## src/rtl/midi_pkg.sv

```systemverilog
// Shared FSM state type, MIDI status-byte ranges and line level for the MIDI transmitter.
package midi_pkg;

    typedef enum logic [1:0] {
        IDLE,
        START,
        DATA,
        STOP
    } tx_state_t;

    localparam logic [7:0] CHAN_STATUS_MIN = 8'h80;
    localparam logic [7:0] CHAN_STATUS_MAX = 8'hEF;
    localparam logic [7:0] SYS_COMMON_MIN  = 8'hF0;
    localparam logic [7:0] SYS_COMMON_MAX  = 8'hF7;

    localparam logic LINE_IDLE = 1'b1;

    function automatic logic is_chan_status(input logic [7:0] b);
        return (b >= CHAN_STATUS_MIN) && (b <= CHAN_STATUS_MAX);
    endfunction

    function automatic logic is_sys_common(input logic [7:0] b);
        return (b >= SYS_COMMON_MIN) && (b <= SYS_COMMON_MAX);
    endfunction

endpackage

```

## src/rtl/midi_fifo.sv

```systemverilog
// Show-ahead byte queue for the MIDI transmitter: synchronous write/pop,
// registered full/empty flags and a one-cycle pulse for each dropped write.
module midi_fifo #(
    parameter int DEPTH = 4,
    parameter int WIDTH = 8
) (
    input  logic             clk,
    input  logic             rst,
    input  logic [WIDTH-1:0] wr_data,
    input  logic             wr,
    input  logic             pop,
    output logic [WIDTH-1:0] rd_data,
    output logic             full,
    output logic             empty,
    output logic             ovf
);

    localparam int AW = $clog2(DEPTH);
    localparam logic [AW:0] FULL_COUNT = (AW + 1)'(DEPTH);

    logic [WIDTH-1:0] mem [DEPTH];
    logic [AW-1:0]    wr_ptr;
    logic [AW-1:0]    rd_ptr;
    logic [AW:0]      count;
    logic [AW:0]      count_next;
    logic             push;
    logic             take;

    // A write arriving while full is dropped even if a pop frees a slot on the same edge.
    assign push = wr && !full;
    assign take = pop && !empty;

    always_comb begin
        count_next = count;
        if (push && !take) begin
            count_next = count + (AW + 1)'(1);
        end else if (take && !push) begin
            count_next = count - (AW + 1)'(1);
        end
    end

    always_ff @(posedge clk or posedge rst) begin
        if (rst) begin
            wr_ptr <= '0;
            rd_ptr <= '0;
            count  <= '0;
            full   <= 1'b0;
            empty  <= 1'b1;
            ovf    <= 1'b0;
        end else begin
            if (push) begin
                wr_ptr <= wr_ptr + AW'(1);
            end
            if (take) begin
                rd_ptr <= rd_ptr + AW'(1);
            end
            count <= count_next;
            full  <= (count_next == FULL_COUNT);
            empty <= (count_next == '0);
            ovf   <= wr && full;
        end
    end

    // NOTE: storage has no reset; the empty flag guards every stale entry.
    always_ff @(posedge clk) begin
        if (push) begin
            mem[wr_ptr] <= wr_data;
        end
    end

    assign rd_data = mem[rd_ptr];

endmodule

```

## src/rtl/midi_tx.sv

```systemverilog
// MIDI serial transmitter: byte queue, 8N1 framing FSM and shifter.
// Define MIDI_TX_RUNNING_STATUS_EN to suppress repeated channel status bytes.
module midi_tx
    import midi_pkg::*;
#(
    parameter int CLKS_PER_BIT = 8,
    parameter int FIFO_DEPTH   = 4
) (
    input  logic       clk,
    input  logic       rst,
    input  logic [7:0] midi_data,
    input  logic       midi_data_wr,
    output logic       midi_data_full,
    output logic       midi_ovf,
    output logic       midi_busy,
    output logic       midi_out
);

    localparam logic [7:0] TICK_LAST = 8'(CLKS_PER_BIT - 1);

    tx_state_t  state;
    tx_state_t  state_next;
    logic [7:0] tick;
    logic       tick_last;
    logic [2:0] bit_idx;
    logic [7:0] shreg;
    logic [7:0] fifo_data;
    logic       fifo_empty;
    logic       pop;
    logic       load;
    logic       skip;
    logic       line;

    midi_fifo #(
        .DEPTH(FIFO_DEPTH),
        .WIDTH(8)
    ) u_fifo (
        .clk    (clk),
        .rst    (rst),
        .wr_data(midi_data),
        .wr     (midi_data_wr),
        .pop    (pop),
        .rd_data(fifo_data),
        .full   (midi_data_full),
        .empty  (fifo_empty),
        .ovf    (midi_ovf)
    );

`ifdef MIDI_TX_RUNNING_STATUS_EN
    logic       rs_valid;
    logic [7:0] rs_byte;

    assign skip = is_chan_status(fifo_data) && rs_valid && (fifo_data == rs_byte);

    always_ff @(posedge clk or posedge rst) begin
        if (rst) begin
            rs_valid <= 1'b0;
            rs_byte  <= '0;
        end else if (load) begin
            if (is_chan_status(fifo_data)) begin
                rs_valid <= 1'b1;
                rs_byte  <= fifo_data;
            end else if (is_sys_common(fifo_data)) begin
                rs_valid <= 1'b0;
            end
        end
    end
`else
    assign skip = 1'b0;
`endif

    assign tick_last = (tick == TICK_LAST);
    assign midi_busy = (state != IDLE) || !fifo_empty;

    // NOTE: every output of this block gets a default first so no latch is inferred.
    always_comb begin
        state_next = state;
        pop        = 1'b0;
        load       = 1'b0;
        unique case (state)
            IDLE: begin
                if (!fifo_empty) begin
                    pop = 1'b1;
                    if (!skip) begin
                        load       = 1'b1;
                        state_next = START;
                    end
                end
            end
            START: begin
                if (tick_last) state_next = DATA;
            end
            DATA: begin
                if (tick_last && (bit_idx == 3'd7)) state_next = STOP;
            end
            STOP: begin
                if (tick_last) begin
                    state_next = IDLE;
                    // Back-to-back frames: the next start bit follows the stop bit directly.
                    if (!fifo_empty) begin
                        pop = 1'b1;
                        if (!skip) begin
                            load       = 1'b1;
                            state_next = START;
                        end
                    end
                end
            end
            default: state_next = IDLE;
        endcase
    end

    always_comb begin
        line = LINE_IDLE;
        unique case (state)
            START:   line = ~LINE_IDLE;
            DATA:    line = shreg[0];
            default: line = LINE_IDLE;
        endcase
    end

    always_ff @(posedge clk or posedge rst) begin
        if (rst) begin
            state <= IDLE;
        end else begin
            state <= state_next;
        end
    end

    // The line is registered from the current state, so it trails the FSM by one cycle.
    always_ff @(posedge clk or posedge rst) begin
        if (rst) begin
            tick     <= '0;
            bit_idx  <= '0;
            shreg    <= '0;
            midi_out <= LINE_IDLE;
        end else begin
            if (load) begin
                tick    <= '0;
                bit_idx <= '0;
                shreg   <= fifo_data;
            end else if (state != IDLE) begin
                tick <= tick_last ? '0 : tick + 8'd1;
                if ((state == DATA) && tick_last) begin
                    shreg   <= {1'b0, shreg[7:1]};
                    bit_idx <= bit_idx + 3'd1;
                end
            end
            midi_out <= line;
        end
    end

endmodule

```

## config.mk

```make
export PLATFORM = sky130hd
export DESIGN_NAME = midi_tx
export DESIGN_NICKNAME = d
export VERILOG_FILES = /design/src/rtl/midi_pkg.sv /design/src/rtl/midi_fifo.sv /design/src/rtl/midi_tx.sv
export SDC_FILE = /design/constraint.sdc
export NUM_CORES = 1
export LEC_CHECK = 0
export BUFFER_PORTS_ARGS = -buffer_cell sky130_fd_sc_hd__buf_2
export CORE_MARGIN = 4
export CORE_UTILIZATION = 55
export DETAILED_ROUTE_END_ITERATION = 8
export PLACE_DENSITY = 0.73
export SLEW_MARGIN = 20
export SYNTH_ARGS = -nofsm -noshare
export SYNTH_HDL_FRONTEND = slang
export SYNTH_SLANG_ARGS = --single-unit
```

## constraint.sdc

```tcl
create_clock -name clk -period 5.05 [get_ports clk]
set_input_delay 1.01 -clock clk [delete_from_list [all_inputs] [get_ports clk]]
set_output_delay 1.01 -clock clk [all_outputs]
set_load 0.005 [all_outputs]
```

==> results.json <==
{
  "max-clock-path-buffers": 2,
  "p_switching_mw": 0.336,
  "ys_ff_latch": 64,
  "p_clk_share_pct": 32.6,
  "fp.dieH_um": 81.7,
  "switching_share_pct": 26.0,
  "coreArea_mm2": 0.00517,
  "cp_max_fo": 29,
  "first_global_vias": 1733,
  "pin_count": 15,
  "rsz0062_at_grt": "false",
  "fillerInstances": 384,
  "seq_area_mm2": 0.00176,
  "slew_headroom_pct": 31.5,
  "final_core_utilization_pct": 64.1,
  "cp-start-kind": "flop",
  "routedWlPerCell_um": 15.2,
  "fp-row-count": 26,
  "drive_above_1_share_pct": 19.7,
  "grt_max_degree": 33,
  "power_frac_comb_pct": 15.1,
  "antenna_found_initial": 0,
  "cap_violations": 0,
  "critical_path_class": "reg -> reg",
  "syn_area_mm2": 0.00298,
  "clk_latency_ps": 330,
  "syn_inst": 223,
  "layout.nets": 264,
  "clk_pin_slew_ps": 70,
  "dieArea_mm2": 0.00667,
  "initial_core_util_pct": 57.7,
  "stdcell_area_mm2": 0.00331,
  "hpwl_um": 3330,
  "synth_fp_nets": 248,
  "hp-class": "reg -> reg",
  "viasPerCell": 5.24,
  "fin_crit_sh_pct": 53.6,
  "synth.avg_cell_area_um2": 13.4,
  "dieWidth_um": 81.7,
  "crit_arrival_ps": 2910,
  "leakage_nw": 1.31,
  "drt_wl_total_um": 4760,
  "layout_common_cells": "edfxtp_1 (32), dfrtp_1 (30), nand2_1 (19)",
  "asyncSetResetFlopFracSynth_pct": 50.0,
  "p_total_mw": 1.29,
  "synth_warnings": 0,
  "diodes": 0,
  "fin_skew_ps": 5.57,
  "slew_violations": 0,
  "vias": 1645,
  "worst_pin_slew_ps": 1020,
  "ys_types": 48,
  "postCtsSetupBuffers": 0,
  "grt_overflow_total": 0,
  "synth_edf_count": 32,
  "ys_seq_area_share_pct": 59.1,
  "status": "complete, no violations",
  "cts_sinks": 64,
  "cts-root-buf": "clkbuf_8",
  "cts_tree": "done",
  "cts_buffers": 9,
  "peakVddDrop_uv": 279,
  "ant_nets": 0,
  "drt_iter0_drc": 70,
  "p_per_area_mw_per_mm2": 390,
  "grt_pass1_wl_um": 8350,
  "finalHoldViolations": 0,
  "portBuffers": 14,
  "cts_max_level": 3,
  "setup_viol": 0,
  "required_ps": 5260,
  "grt_use_total_pct": 16.9,
  "multi_input_area_mm2": 0.00116,
  "tns_ps": 0,
  "placed_area_mm2": 0.00312,
  "place_congestion": 0.806,
  "pwr-share-seq_pct": 52.3,
  "cp-end-kind": "flop",
  "area_delta_synth_final_pct": 11.0,
  "max_freq_mhz": 369,
  "cts-hold-fix-buffers": 0,
  "period_needed_ps": 2710,
  "drtPass1Iterations": 4,
  "drc_errors": 0,
  "final_common_cell": "edfxtp_1",
  "synth_ff_type": "edfxtp_1",
  "intPower_mw": 0.955,
  "ctsResizeCount": 0
}
per-stage QoR:
stage / instances / hold WS, ps / setup WS [ps]
finish: 314 / 517 / 2340
global route: 314 / 564 / 2130
CTS: 314 / 522 / 2360
detailed placement: 298 / 516 / 2340
floorplan: 223 / 462 / 2820
global placement: 298 / 503 / 2230
worst paths after layout:
| kind | from | depth (start not counted) | slack (ps) | end |
|---|---|---|---|---|
| max | state[0] | 7 | 2340 | u_fifo.count[1] |
| min | shreg[0] | 2 | 520 | midi_out |
| max reg2reg | state[0] | 7 | 2340 | u_fifo.count[1] |
| min reg2reg | shreg[0] | 2 | 520 | midi_out |
| max in group asynchronous | rst | 3 | 3960 | midi_out |
| min in group asynchronous | rst | 3 | 760 | u_fifo.count[0] |
state kept, by name, summed over array words and instances (netlist names):
signal         count
u_fifo.full        1
midi_out           1
tick               8
u_fifo.empty       1
u_fifo.wr_ptr      2
u_fifo.ovf         1
state              2
u_fifo.rd_ptr      2
u_fifo.count       3
u_fifo.mem        32
bit_idx            3
shreg              8
worst max-delay path, stage by stage, from the launching register on:
cell	delay, ps
dfrtp_1	420
inv_1	140
ha_1	410
nand2b_1	240
a21oi_1	340
a21boi_4	680
maj3_1	270
mux2i_1	70
synthesized netlist by cell type, types with 2 or more instances:
master	count	area share [%]
o21ai_1	8	1.3
and2_1	7	1.5
buf_2	3	0.50
nor2b_1	2	0.42
buf_4	2	0.50
dfrtp_1	30	25
and3_1	2	0.42
nor3_1	7	1.2
nand2_1	19	2.4
mux4_2	8	6.0
mux2i_1	11	3.7
inv_1	8	1.0
nor2_1	14	1.8
o21ai_0	2	0.34
edfxtp_1	32	32
maj3_1	2	0.67
buf_1	2	0.25
nand3b_1	2	0.50
ha_1	14	5.9
nand2b_1	4	0.84
xnor2_1	9	2.6
clkbuf_1	3	0.38
dfstp_2	2	1.8
a21oi_1	5	0.84
nor3_2	2	0.67
cell type report:
class | count | share of cell area (%)
flip-flops and latches | 64 | 53.2
multi-input cells | 141 | 34.9
repair buffers | 15 | 2.34
clock buffers | 9 | 3.74
clock inverters | 7 | 2.19
well taps | 70 | 2.64
inverters | 8 | 0.906
routing by layer:
layer	part of all wire, %	wire length (µm)	global-route usage [%]
met1	48	2300	23.0
met2	48	2280	26.1
met3	3.2	152	4.93
met4	0.52	25	5.98
met5	0	0	0
power by group through the flow:
stage	clock [mW]	sequential [mW]	combinational, mW
after detailed placement	0	0.686	0.199
final	0.421	0.675	0.195
after floorplan	0	0.674	0.151
after global placement	0	0.682	0.192
after CTS	0.431	0.675	0.200
after global routing	0.455	0.684	0.222
cell families after synthesis:
group                      count (synthesis)  share of synthesized area (%)
and+or+nand+nor                           68                           12.2
DFF                                       64                           59.1
AOI/OAI and AO/OA                         27                           6.46
muxes                                     20                           10.1
buffers and inverters                     18                           2.64
adders and majority gates                 16                           6.54
xor gates and xnor gates                  10                           2.94
Note: power is estimated with default switching activity, not from simulation.
